File: config.mk
export PLATFORM = sky130hd
export DESIGN_NAME = vector_exec_unit
export DESIGN_NICKNAME = d
export VERILOG_FILES = /design/src/rtl/vector_exec_unit.sv
export SDC_FILE = /design/constraint.sdc
export NUM_CORES = 1
export LEC_CHECK = 0
export CAP_MARGIN = 20
export CORE_MARGIN = 2
export CORE_UTILIZATION = 60
export CTS_BUF_LIST = sky130_fd_sc_hd__clkbuf_2
export CTS_CLUSTER_SIZE = 25
export DETAILED_ROUTE_END_ITERATION = 10
export PLACE_DENSITY = 0.9
export SLEW_MARGIN = 20
export SYNTH_ARGS = -nofsm -noshare
export SYNTH_HDL_FRONTEND = slang
export SYNTH_SLANG_ARGS = --single-unit
export TNS_END_PERCENT = 10
File: constraint.sdc
create_clock -name clk -period 15 [get_ports clk]
set_input_delay 4.5 -clock clk [delete_from_list [all_inputs] [get_ports clk]]
set_output_delay 4.5 -clock clk [all_outputs]
set_load 0.02 [all_outputs]
File: src/rtl/vector_exec_unit.sv
// Vector execute stage: lane-wise single-cycle ALU ops plus a lane-serial multiply
// sharing one multiplier, writing results back to the vector register file.
module vector_exec_unit #(
  parameter int regSize     = 8,
  parameter int regQuantity = 4,
  parameter int selBits     = 2,
  parameter int vecSize     = 4
) (
  input  logic                             clk,
  input  logic                             reset,
  input  logic                             inValid,
  output logic                             inReady,
  input  logic [2:0]                       opCode,
  input  logic [vecSize-1:0][regSize-1:0]  srcA,
  input  logic [vecSize-1:0][regSize-1:0]  srcB,
  input  logic [selBits-1:0]               dstReg,
  output logic                             regWrEn,
  output logic [selBits-1:0]               regToWrite,
  output logic [vecSize-1:0][regSize-1:0]  regWriteData,
  output logic                             busy
);

  localparam int CntW = (vecSize > 1) ? $clog2(vecSize) : 1;
  localparam int ShW  = (regSize > 1) ? $clog2(regSize) : 1;

  if ((1 << selBits) < regQuantity) begin : g_sel_check
    $error("selBits too narrow to address regQuantity registers");
  end

  typedef enum logic [1:0] {
    S_IDLE = 2'd0,
    S_MUL  = 2'd1,
    S_WB   = 2'd2
  } state_e;

  typedef enum logic [2:0] {
    OP_ADD = 3'b000,
    OP_SUB = 3'b001,
    OP_AND = 3'b010,
    OP_OR  = 3'b011,
    OP_XOR = 3'b100,
    OP_SHL = 3'b101,
    OP_SHR = 3'b110,
    OP_MUL = 3'b111
  } op_e;

  typedef logic [vecSize-1:0][regSize-1:0] vec_t;

  state_e               state_q, state_d;
  logic [CntW-1:0]      cnt_q, cnt_d;
  vec_t                 a_q, a_d;
  vec_t                 b_q, b_d;
  vec_t                 res_q, res_d;
  logic [selBits-1:0]   dst_q, dst_d;
  logic                 wr_en_q, wr_en_d;
  logic [selBits-1:0]   wr_addr_q, wr_addr_d;
  vec_t                 wr_data_q, wr_data_d;
  logic                 busy_q, busy_d;

  op_e                  op;
  logic                 accept;
  logic [regSize-1:0]   mul_lane;

  function automatic vec_t alu(input op_e f, input vec_t a, input vec_t b);
    vec_t r;
    r = '0;
    for (int unsigned i = 0; i < vecSize; i++) begin
      case (f)
        OP_ADD:  r[i] = a[i] + b[i];
        OP_SUB:  r[i] = a[i] - b[i];
        OP_AND:  r[i] = a[i] & b[i];
        OP_OR:   r[i] = a[i] | b[i];
        OP_XOR:  r[i] = a[i] ^ b[i];
        OP_SHL:  r[i] = a[i] << b[i][ShW-1:0];
        OP_SHR:  r[i] = a[i] >> b[i][ShW-1:0];
        default: r[i] = '0;
      endcase
    end
    return r;
  endfunction

  assign op       = op_e'(opCode);
  assign inReady  = (state_q == S_IDLE) || (state_q == S_WB);
  assign accept   = inValid && inReady;
  // The one shared multiplier walks captured operands one lane per cycle.
  assign mul_lane = a_q[cnt_q] * b_q[cnt_q];

  always_comb begin
    state_d   = state_q;
    cnt_d     = cnt_q;
    a_d       = a_q;
    b_d       = b_q;
    res_d     = res_q;
    dst_d     = dst_q;
    wr_en_d   = 1'b0;
    wr_addr_d = wr_addr_q;
    wr_data_d = wr_data_q;
    case (state_q)
      S_IDLE, S_WB: begin
        state_d = S_IDLE;
        if (accept) begin
          if (op == OP_MUL) begin
            a_d     = srcA;
            b_d     = srcB;
            dst_d   = dstReg;
            cnt_d   = '0;
            state_d = S_MUL;
          end else begin
            wr_data_d = alu(op, srcA, srcB);
            wr_addr_d = dstReg;
            wr_en_d   = 1'b1;
            state_d   = S_WB;
          end
        end
      end
      S_MUL: begin
        res_d[cnt_q] = mul_lane;
        cnt_d        = cnt_q + CntW'(1);
        if (cnt_q == CntW'(vecSize - 1)) begin
          wr_data_d = res_d;
          wr_addr_d = dst_q;
          wr_en_d   = 1'b1;
          state_d   = S_WB;
        end
      end
      default: state_d = S_IDLE;
    endcase
    busy_d = (state_d == S_MUL);
  end

  always_ff @(posedge clk) begin
    if (!reset) begin
      state_q   <= S_IDLE;
      cnt_q     <= '0;
      a_q       <= '0;
      b_q       <= '0;
      res_q     <= '0;
      dst_q     <= '0;
      wr_en_q   <= 1'b0;
      wr_addr_q <= '0;
      wr_data_q <= '0;
      busy_q    <= 1'b0;
    end else begin
      state_q   <= state_d;
      cnt_q     <= cnt_d;
      a_q       <= a_d;
      b_q       <= b_d;
      res_q     <= res_d;
      dst_q     <= dst_d;
      wr_en_q   <= wr_en_d;
      wr_addr_q <= wr_addr_d;
      wr_data_q <= wr_data_d;
      busy_q    <= busy_d;
    end
  end

  assign regWrEn      = wr_en_q;
  assign regToWrite   = wr_addr_q;
  assign regWriteData = wr_data_q;
  assign busy         = busy_q;

endmodule

==> metrics <==
Int Pwr between 500 and 600 µW; Port Buffer Count between 100 and 150; Peak VDD IR between 40 and 50 µV; total CTS buffers 17; maxcap violations 0; vias per cell 6.53; post-CTS setup buffer count 0; top post-synthesis cells by count 235 x nand2_1, 176 x a21oi_1, 135 x dfxtp_1; Clock Path Buffers 2; Post-synth EDFFs 0; skew final ~0.046 ns; CP Launch Type primary input; total congestion overflow 0; Tmin final 8.22 ns; Yosys reg bits about 140; clk root buf clkbuf_2; hold_buf cts 0; Reg clk slew, reported paths roughly 0.22 ns; RSZ-0062 raised after global routing false; synthesized area roughly 0.012 mm²; Iter 0 DRT Violations 1452; leading post-synthesis cells by cell area dfxtp_1 22%, ha_1 12%, nand2_1 7.3%; CORE AREA ~0.020 mm²; Via Count roughly 12000; Adder-Cell Fraction of Synth Area 0.151; mux share of post-synthesis cell area 0.137; Die Width between 100 and 150 µm; Mapped Avg Cell Area just under 8 µm²; IO Pins 109; Flop pwr share 0.406; GRT Total Usage 0.360; largest family of logic cells by synthesized area compound AO/OA/AOI/OAI gates; Setup TNS Final 0 ns; final max-slew violation count 0; CTS H-tree lvls 4; Post-Synth Simple-Gate Area 0.165; Post-Synthesis Net Count ~1700; number of global-route vias before repair approximately 11000; share of cells above drive strength 1 0.0698; largest net degree at the start of global routing between 100 and 150; clock latency on the worst-skew pair between 0.7 and 0.8 ns; Sw Ratio 0.378; drt wl/cell between 20 and 25 µm; top-count cell post-synth nand2_1; Critical Path AT approximately 8.9 ns; Remaining DRCs 0; Worst Path Max Fanout 22; antenna violations before repair 1; Synth cell types 63; final setup vio count 0; area leader, netlist dfxtp_1; fillcell total between 1500 and 2000; final worst-path cycle share 0.548; Die Footprint 0.0213 mm²; PD cells approximately 70 mW/mm²; gpl congestion 0.982; WP data required between 15 and 20 ns; total routed wirelength ~40 mm; Net Switching ~360 µW; Layout area overhead 11.5%; cells after synthesis 1530; complex-gate fraction of the synthesized area 0.210; Hold Vio Cnt, Final 0; combinational cell fraction of total power 0.331; Final ANT Viol Nets 0; Rows around 50; CTS tree built; HPWL Detailed around 28 mm; status completed; Hold Crit Class register to register; Leakage ~5.5 nW; Post-Synth XOR/XNOR Area 0.0393; Initial Util 0.617; first-pass GRT wire length between 60 and 70 mm; Sink Count between 100 and 150; Rel. slew slack 0.235; DRT Pass-1 Iters 6; Post-synth top flop dfxtp_1; Max Clk Rate 122 MHz; R2R setup slack ~9.5 ns; Yosys warnings 0; Final nets around 1800; Layout Utilization 0.687; Async SR Flop Fraction 0; Critical Path End Type register; top-area cell type share of the netlist area 0.224; Least-Margin Pin Slew about 1.1 ns; die height 146 µm; post-synthesis sequential area ratio 0.224; post-CTS resize count 0; Crit Path Class primary input to register; Clk pwr share 0.263
[final cells by class]
class	count	area (µm²)	area share
clock inverters	15	185	0.0137
diodes	1	2.50	0.000186
repair buffers	126	1210	0.0902
well taps	265	332	0.0246
multi-input cells	1167	8510	0.632
clock buffers	17	85.1	0.00632
flip-flops and latches	135	2700	0.201
inverters	115	433	0.0321
[power by group through the flow]
stage | combinational [mW] | clock [mW] | sequential, mW
final | 0.311 | 0.248 | 0.382
after floorplan | 0.184 | 0 | 0.395
after global placement | 0.294 | 0 | 0.388
after detailed placement | 0.300 | 0 | 0.388
after global routing | 0.335 | 0.260 | 0.383
after CTS | 0.303 | 0.246 | 0.381
[final timing paths]
check	from	to	cells after the start
hold reg to reg	b_q[16]	b_q[16]	2
hold / removal	b_q[16]	b_q[16]	2
setup / recovery	opCode[2]	regWriteData[6]	14
setup reg to reg	cnt_q[1]	regWriteData[7]	16
[registers in the layout, indices dropped and copies added (netlist names)]
register	cells
a_q	32
state_q	2
dst_q	2
regToWrite	2
res_q	29
b_q	32
busy	1
regWriteData	32
cnt_q	2
regWrEn	1
[cell families after synthesis]
| logic type | count (synthesis) |
|---|---|
| fa+ha+maj | 136 |
| simple gates | 468 |
| xor+xnor | 50 |
| compound gates | 407 |
| buf+inv | 228 |
| flops | 135 |
| mux | 106 |
[stage by stage]
step                hold WS [ns]  setup slack, ns  std cells  instance area (µm²)  power [mW]
finish                     0.467             6.78       1841                13500       0.941
global route               0.483             6.63       1841                13500       0.978
detailed placement         0.442             6.20       1808                13200       0.689
CTS                        0.466             6.96       1840                13500       0.930
global placement           0.438             6.26       1808                13200       0.682
floorplan                  0.432             7.62       1530                12100       0.579
[worst max-delay path: stages]
cell and delay, ns:
clkdlybuf4s50_1 0.83, nor2_1 0.76, and2_1 0.85, nor2_1 0.11, xnor2_1 0.17, ha_1 0.34, nor2b_1 0.14, o21a_1 0.18
o21a_1 0.19, o21a_1 0.19, o21a_1 0.17, o31ai_1 0.19, a21oi_1 0.10, a21oi_1 0.18
[layer usage]
layer / share of wire / wire, µm / GRT usage
met1: 0.39 / 15200 / 0.480
met2: 0.45 / 17400 / 0.568
met3: 0.12 / 4840 / 0.0871
met4: 0.039 / 1530 / 0.132
met5: 0 / 0 / 0
[cells in the final DEF (no fill, tap or decap), types with 6 or more instances in the layout]
| master | Yosys | final |
|---|---|---|
| mux2_2 | 9 | 9 |
| fa_1 | 16 | 16 |
| dfxtp_1 | 135 | 135 |
| a311oi_1 | 6 | 6 |
| o211ai_1 | 11 | 11 |
| clkdlybuf4s50_1 | 0 | 107 |
| a222oi_1 | 12 | 12 |
| nor3_1 | 34 | 33 |
| a31oi_1 | 13 | 13 |
| o211a_1 | 7 | 7 |
| xor2_1 | 10 | 10 |
| mux2i_1 | 53 | 53 |
| nand2b_1 | 6 | 6 |
| a21oi_1 | 176 | 175 |
| xnor2_1 | 37 | 37 |
| mux4_2 | 34 | 34 |
| o21ai_0 | 72 | 72 |
| nor2_1 | 118 | 116 |
| a221oi_1 | 14 | 14 |
| nand3_1 | 18 | 18 |
| a21o_1 | 10 | 10 |
| and2_1 | 28 | 28 |
| nand2_1 | 235 | 235 |
| mux4_1 | 10 | 10 |
| o31ai_1 | 10 | 10 |
| buf_4 | 2 | 17 |
| clkbuf_2 | 0 | 17 |
| o221ai_1 | 12 | 12 |
| a211oi_1 | 13 | 13 |
| inv_1 | 110 | 110 |
| ha_1 | 120 | 120 |
| nor2b_1 | 10 | 10 |
| o21a_1 | 19 | 19 |
(Power assumes the default switching activity.)
